File: src/rtl/mesh_term_port.sv
// rtl/mesh_term_port.sv - mesh router terminal adapter: TX FIFO toward the router, RX drain with destination check
module mesh_term_port #(
  parameter int         pckg_sz    = 40,
  parameter int         fifo_depth = 4,
  parameter logic [3:0] ROW        = 4'd0,
  parameter logic [3:0] COLUMN     = 4'd0
) (
  input  logic               clk,
  input  logic               reset,
  input  logic               tx_push,
  input  logic [pckg_sz-1:0] tx_data,
  output logic               tx_full,
  output logic               tx_overflow,
  output logic [pckg_sz-1:0] data_out_i_in,
  output logic               pndng_i_in,
  input  logic               popin,
  input  logic               pndng,
  input  logic [pckg_sz-1:0] data_out,
  output logic               pop,
  input  logic               rx_stall,
  output logic               rx_valid,
  output logic [pckg_sz-1:0] rx_data,
  output logic               rx_err,
  output logic [15:0]        rx_count,
  output logic [15:0]        err_count
);

  localparam int         AW      = $clog2(fifo_depth);
  localparam logic [AW:0] DEPTH_C = (AW+1)'(fifo_depth);

  localparam logic [1:0] S_IDLE = 2'd0;
  localparam logic [1:0] S_POP  = 2'd1;
  localparam logic [1:0] S_WAIT = 2'd2;

  logic [pckg_sz-1:0] mem [fifo_depth];
  logic [AW-1:0]      rd_ptr;
  logic [AW-1:0]      wr_ptr;
  logic [AW:0]        count;
  logic               empty;
  logic               push_ok;
  logic               pop_ok;
  logic [1:0]         state;
  logic               mismatch;

  assign empty         = (count == '0);
  assign tx_full       = (count == DEPTH_C);
  assign pndng_i_in    = !empty;
  assign data_out_i_in = empty ? '0 : mem[rd_ptr];

  // A full FIFO still accepts a push when the head leaves in the same cycle.
  assign pop_ok  = popin && !empty;
  assign push_ok = tx_push && (!tx_full || popin);

  always_ff @(posedge clk) begin
    if (push_ok) mem[wr_ptr] <= tx_data;
  end

  always_ff @(posedge clk or posedge reset) begin
    if (reset) begin
      rd_ptr      <= '0;
      wr_ptr      <= '0;
      count       <= '0;
      tx_overflow <= 1'b0;
    end else begin
      if (push_ok) wr_ptr <= wr_ptr + 1'b1;
      if (pop_ok)  rd_ptr <= rd_ptr + 1'b1;
      if (push_ok && !pop_ok)      count <= count + 1'b1;
      else if (pop_ok && !push_ok) count <= count - 1'b1;
      if (tx_push && !push_ok) tx_overflow <= 1'b1;
    end
  end

  assign mismatch = (rx_data[pckg_sz-9 -: 4] != ROW) || (rx_data[pckg_sz-13 -: 4] != COLUMN);
  assign pop      = (state == S_POP);
  assign rx_valid = (state == S_WAIT);
  assign rx_err   = (state == S_WAIT) && mismatch;

  // IDLE -> POP -> WAIT -> IDLE keeps pops at least three cycles apart.
  always_ff @(posedge clk or posedge reset) begin
    if (reset) begin
      state     <= S_IDLE;
      rx_data   <= '0;
      rx_count  <= '0;
      err_count <= '0;
    end else begin
      case (state)
        S_IDLE: if (pndng && !rx_stall) state <= S_POP;
        S_POP: begin
          rx_data <= data_out;
          state   <= S_WAIT;
        end
        S_WAIT: begin
          if (rx_count != 16'hFFFF) rx_count <= rx_count + 16'd1;
          if (mismatch && err_count != 16'hFFFF) err_count <= err_count + 16'd1;
          state <= S_IDLE;
        end
        default: state <= S_IDLE;
      endcase
    end
  end

endmodule
File: config.mk
export PLATFORM = sky130hd
export DESIGN_NAME = mesh_term_port
export DESIGN_NICKNAME = d
export VERILOG_FILES = /design/src/rtl/mesh_term_port.sv
export SDC_FILE = /design/constraint.sdc
export NUM_CORES = 1
export LEC_CHECK = 0
export ABC_AREA = 1
export CAP_MARGIN = 5
export CORE_UTILIZATION = 47
export CTS_CLUSTER_DIAMETER = 200
export CTS_CLUSTER_SIZE = 8
export DETAILED_ROUTE_END_ITERATION = 6
export GPL_TIMING_DRIVEN = 0
export PLACE_DENSITY = 0.77
export SLEW_MARGIN = 30
export SYNTH_ARGS = -nofsm -noshare
export SYNTH_HDL_FRONTEND = slang
export SYNTH_SLANG_ARGS = --single-unit
export TNS_END_PERCENT = 10
File: constraint.sdc
create_clock -name clk -period 2.81 [get_ports clk]
set_input_delay 0.843 -clock clk [delete_from_list [all_inputs] [get_ports clk]]
set_output_delay 0.843 -clock clk [all_outputs]
set_load 0.01 [all_outputs]
Word level (Yosys, flattened, before mapping)
Memory sizes are Yosys's and may differ from the RTL's.
Cells that the tools add are included.
{ "classes": {"n_addsub": 6, "reduce_logical": 22, "eq_ne": 6, "n_mux": 7} }
{ "ops": {"columns": ["operator", "n"], "rows": [
  ["2-to-1 mux 40 bit", 1],
  ["adder 16 x 1 -> 16 bit (second input constant)", 2],
  ["inequality test 16 bit (second input constant)", 2],
  ["logical AND 1 bit", 8],
  ["nonzero test 4 bit", 2],
  ["2-to-1 mux 3 bit", 2],
  ["logical NOT 1 bit", 5],
  ["adder 2 x 1 -> 2 bit (second input constant)", 2],
  ["one-hot mux 2 bit (2 select lines)", 1],
  ["AND reduction 2 bit", 2],
  ["adder 3 x 1 -> 3 bit (second input constant)", 1],
  ["== test 3 bit (second input constant)", 1],
  ["logical NOT 3 bit", 1],
  ["subtractor 3 x 1 -> 3 bit (second input constant)", 1],
  ["== test 2 x 1 -> 1 bit (second input constant)", 1],
  ["== test 2 bit (second input constant)", 1],
  ["logical NOT 2 bit", 1],
  ["logical OR 1 bit", 2],
  ["2-to-1 mux 1 bit", 2],
  ["2-to-1 mux 2 bit", 1],
  ["inequality test 2 bit (second input constant)", 1],
  ["nonzero test 2 bit", 1]
]} }
{ "word_totals": {"input_bits": 86, "out_inout_bits": 118, "n_memories": 1, "register_bits": 82, "word_cells": 50, "mem_bits_rw": 160} }
{ "mem_list": {"columns": ["name", "depth", "width", "rd", "rd_clocked_by_memory_dff", "write_ports", "line_no", "source"], "rows": [
  ["mem", 4, 40, 1, 0, 1, "35", "logic [pckg_sz-1:0] mem [fifo_depth];"]
]} }

Longest topological paths before layout
{ "logic_depth": {"ltp_word": 8, "depth_mapped": 11, "mapped_depth_nobuf": 11} }

Worst setup path before layout
Ideal clock, no wire load.
{ "synth_path": {"path_kind": "input to register", "startpoint": "input popin", "endpoint": "memory mem[0][0], enable pin", "t_required_ps": 2373, "path_slack_ps": -379, "path_stages": 4, "path_buffers": 0, "arrival_time_ps": 2752, "setup_time_ps": 437, "cell_sequence": "inv_1 nand2_1 nand2_1 nor2_1"} }
{ "synth_via": {"elab_chain_cells": 4} }
{ "synth_lines": {"columns": ["element", "line_no", "source"], "rows": [
  ["start, declared", "16", "input logic popin,"],
  ["logical OR 1 bit", "52", "assign push_ok = tx_push && (!tx_full || popin);"],
  ["logical AND 1 bit", "52", null],
  ["2-to-1 mux 1 bit", "55", "if (push_ok) mem[wr_ptr] <= tx_data;"],
  ["2-to-1 mux 1 bit (implied by the code)", "55", null],
  ["end, declared", "35", null]
]} }
Every way passes these cells.

Final worst setup path
{ "layout_path": {"startpoint": "register rd_ptr[1]", "endpoint": "output data_out_i_in[13]"} }
{ "layout_via": {"elab_chain_cells": 2} }
{ "layout_lines": {"columns": ["element", "line_no", "source"], "rows": [
  ["start, declared", "36", "logic [AW-1:0] rd_ptr;"],
  ["start signal, assigned", "66", "if (pop_ok) rd_ptr <= rd_ptr + 1'b1;"],
  ["memory (4 x 40 bit)", null, null],
  ["2-to-1 mux 40 bit", "48", "assign data_out_i_in = empty ? '0 : mem[rd_ptr];"],
  ["end, declared", "14", "output logic [pckg_sz-1:0] data_out_i_in,"]
]} }
Every way passes these cells.

==> reports/summary.md <==
- **status** finished with violations
- **failing checks** negative setup slack
- **Post-Syn Area per Cell** 10.2 sq um
- **number of fillers in the final layout** 1,602
- **register-to-register setup slack** 0.49 ns
- **antenna violations before repair** 1
- **Setup-failing EPs final** 7
- **maximum number of pins on one net before global-route repair** 44
- **routed length per instance** 16.4 microns
- **Max Cap Violations** 0
- **Slew Limit Headroom** 67.9%
- **Die Height** 149 microns
- **vias in the first global route** 7,850
- **proportion of netlist area held by the largest area contributor** 47.2%
- **number of standard cells after synthesis** 1,002
- **later-pin clock latency in the skew report** 0.51 ns
- **wire length of the first global-routing pass** 40,400 microns
- **number of sinks handled by clock tree synthesis** 242
- **net count after synthesis** 1,096
- **share of the clock period used by the worst path** 108%
- **Unique masters post-synth** 30
- **number of iterations in the first detailed-routing pass** 4
- **Detailed Route Iter0 Violations** 548
- **path category of the worst min-delay check** reg -> reg
- **final core utilization** 66.1%
- **depth of the worst hold-timing path** 1
- **Tot Pwr** 13.6 mW
- **placer's final routability congestion estimate** 0.857
- **average via count per standard cell** 5.09
- **count of nets left with antenna violations after detail routing** 0
- **total track usage** 23.6%
- **initial cell density of the core** 48.1%
- **tightest hold margin** 0.435 ns
- **cell count after placement** 1,489
- **input/output buffers** 203
- **origin of the worst min-delay path** state[0]
- **Hold Crit Endpoint** state[0]
- **DRC violations left** 0
- **slack of the critical path** -0.220 ns
- **share of post-route cells with drive strength above 1** 9.67%
- **reg2reg start** count[0]
- **non-filler instance count after layout** 1,548
- **critical path class** reg -> out
- **largest fanout of any net on the critical path** 10
- **P per Cell Area** 972 nW/um^2
- **sequential cell area fraction in the yosys report** 67.3%
- **number of buffers between clock root and the deepest sink** 3
- **Placement Rows** 53
- **final layout net count** 1,346
- **RSZ-0062 raised after global routing** true
- **Die Width** 149 microns
- **Netlist Area Pre-Place** 10,200 sq um
- **post-layout instance area** 14,000 sq um
- **Worst-Margin Slew** 0.480 ns
- **type of destination of the critical path** primary output
- **area of the placeable core** 21,200 sq um
- **YS warnings** 0
- **CTS H-tree depth** 2
- **Register-to-Register Path Depth** 8
- **FF-to-FF End** count[1]
- **clock-pin transition on the worst setup and hold timing paths** 0.05 ns
- **Highest Clock Rate** 330 MHz
- **Syn-to-layout area delta** 37.4%
- **setup_tns** -1.02 ns
- **most common library cell in the layout ignoring fill and taps** sky130_fd_sc_hd__nand2_1
- **number of top-level pins** 204
- **placed instance area** 12,800 sq um
- **post-layout min period** 3.03 ns
- **leakage power** 5.68 nW
- **Crit path required time** 1.97 ns
- **CTS root buf** sky130_fd_sc_hd__clkbuf_16
- **Die ar.** 22,300 sq um
- **Final Max Slew Viols** 0
- **TritonCTS buffer count** 36
- **element type at the critical path start** flip-flop
- **hold-fix buffer count after cts** 0
- **top library cells by usage in the layout, fill and taps aside** sky130_fd_sc_hd__nand2_1 (255), sky130_fd_sc_hd__nor2_1 (200), sky130_fd_sc_hd__clkdlybuf4s50_1 (168), sky130_fd_sc_hd__edfxtp_1 (160)
- **data arrival time of the worst path** 2.19 ns
- **hold violation count in the final report** 0
- **final worst clock skew** 0.0192 ns
- **Routed Wire Length** 25,300 microns
- **dpl hpwl** 16,800 microns
- **pre-CTS setup slack** -0.390 ns
- **total number of vias** 7,882
- **GRT Residual Overflow** 0
- **synthesized flop and latch total** 242
- **clock tree from TritonCTS** yes
- **most area-hungry cell type in the Yosys netlist** sky130_fd_sc_hd__edfxtp_1
- **worst-case vdd ir drop** 0.467 mV
- **top area cells in the synthesized netlist** sky130_fd_sc_hd__edfxtp_1 (47%), sky130_fd_sc_hd__dfrtp_1 (20%), sky130_fd_sc_hd__nand2_1 (9.5%)
## what timing repair did
item,4_1_cts,5_1_grt
gates resized for setup,88,42
endpoints found under the hold margin,0,0
endpoints found under the setup margin,43,44
pin swaps,4,2
setup buffers,1,0
## sequential cells by signal, indices dropped and copies added (netlist names), 2 cells and up
| signal | cells |
|---|---|
| mem | 160 |
| rx_data | 40 |
| err_count | 16 |
| rx_count | 16 |
| count | 3 |
| rd_ptr | 2 |
| state | 2 |
| wr_ptr | 2 |
## synthesized netlist by cell type (all sizes together)
cell type  number
xnor2           6
clkbuf         28
inv            50
ha              7
a21oi          43
nand2         260
nand4          13
nand3          16
dfrtp          82
mux2            1
buf            12
nor4            1
o21ai          98
nor3            2
xor2            7
a31o            1
nand3b          2
nor2          212
fa              1
edfxtp        160
## worst max path at each step
stage | startpoint | endpoint | slack, ns | depth (start not counted)
6_report | rd_ptr[1] | data_out_i_in[13] | -0.22 | 6
4_1_cts | rd_ptr[0] | data_out_i_in[13] | -0.26 | 6
5_1_grt | rd_ptr[0] | data_out_i_in[13] | -0.29 | 7
3_5_place_dp | popin | count[2] | -0.39 | 11
3_3_place_gp | popin | mem[2][15] | -2.32 | 5
2_1_floorplan | popin | mem[0][0] | -0.38 | 4
## routing by layer
layer  GRT usage, %  vias to the layer above  routed length (microns)
li1               -                     3838                        -
met1           28.5                     3699                     9920
met2           40.0                      293                    12500
met3           6.91                       52                     2290
met4           8.32                        0                      631
met5              0                        -                        0
## where the power goes
part,total (mW),leakage [nW],switching (mW),internal (mW)
Combinational,4.89,2.69,2.70,2.20
Clock,3.82,0.482,1.46,2.36
Sequential,4.88,2.51,0.323,4.55
Total,13.6,5.68,4.48,9.11
## worst max-delay path: stages, from the launching register on
cell and delay, ns:
sky130_fd_sc_hd__dfrtp_2 0.43, sky130_fd_sc_hd__inv_1 0.11, sky130_fd_sc_hd__clkbuf_4 0.21, sky130_fd_sc_hd__nor2_1 0.12, sky130_fd_sc_hd__o21ai_0 0.08, sky130_fd_sc_hd__a21oi_1 0.17, sky130_fd_sc_hd__clkdlybuf4s50_1 0.56
## final cells by class
cell class / count / area [sq um] / area share, %
Inverter: 50 / 195 / 1.40
Antenna cell: 1 / 2.50 / 0.0179
Sequential cell: 242 / 6860 / 49.0
Tap cell: 275 / 344 / 2.46
Multi-Input combinational cell: 670 / 3020 / 21.6
Clock buffer: 55 / 972 / 6.95
Clock inverter: 3 / 33.8 / 0.241
Timing Repair Buffer: 213 / 2270 / 16.3
Buffer: 39 / 285 / 2.04
## cells by family (layout without fill, tap and decap cells)
| logic type | count (synthesis) | count (layout) | synth area share, % |
|---|---|---|---|
| multiplexers | 1 | 1 | 0.111 |
| AND/OR/NAND/NOR | 506 | 506 | 19.9 |
| buffers and inverters | 90 | 360 | 3.50 |
| AO/OA/AOI/OAI | 142 | 142 | 7.01 |
| other | 0 | 1 | 0 |
| XOR/XNOR | 13 | 13 | 1.12 |
| flip-flops | 242 | 242 | 67.3 |
| adder cells (fa/ha/maj) | 8 | 8 | 1.06 |
No activity file was read; power rests on OpenSTA's default activity.
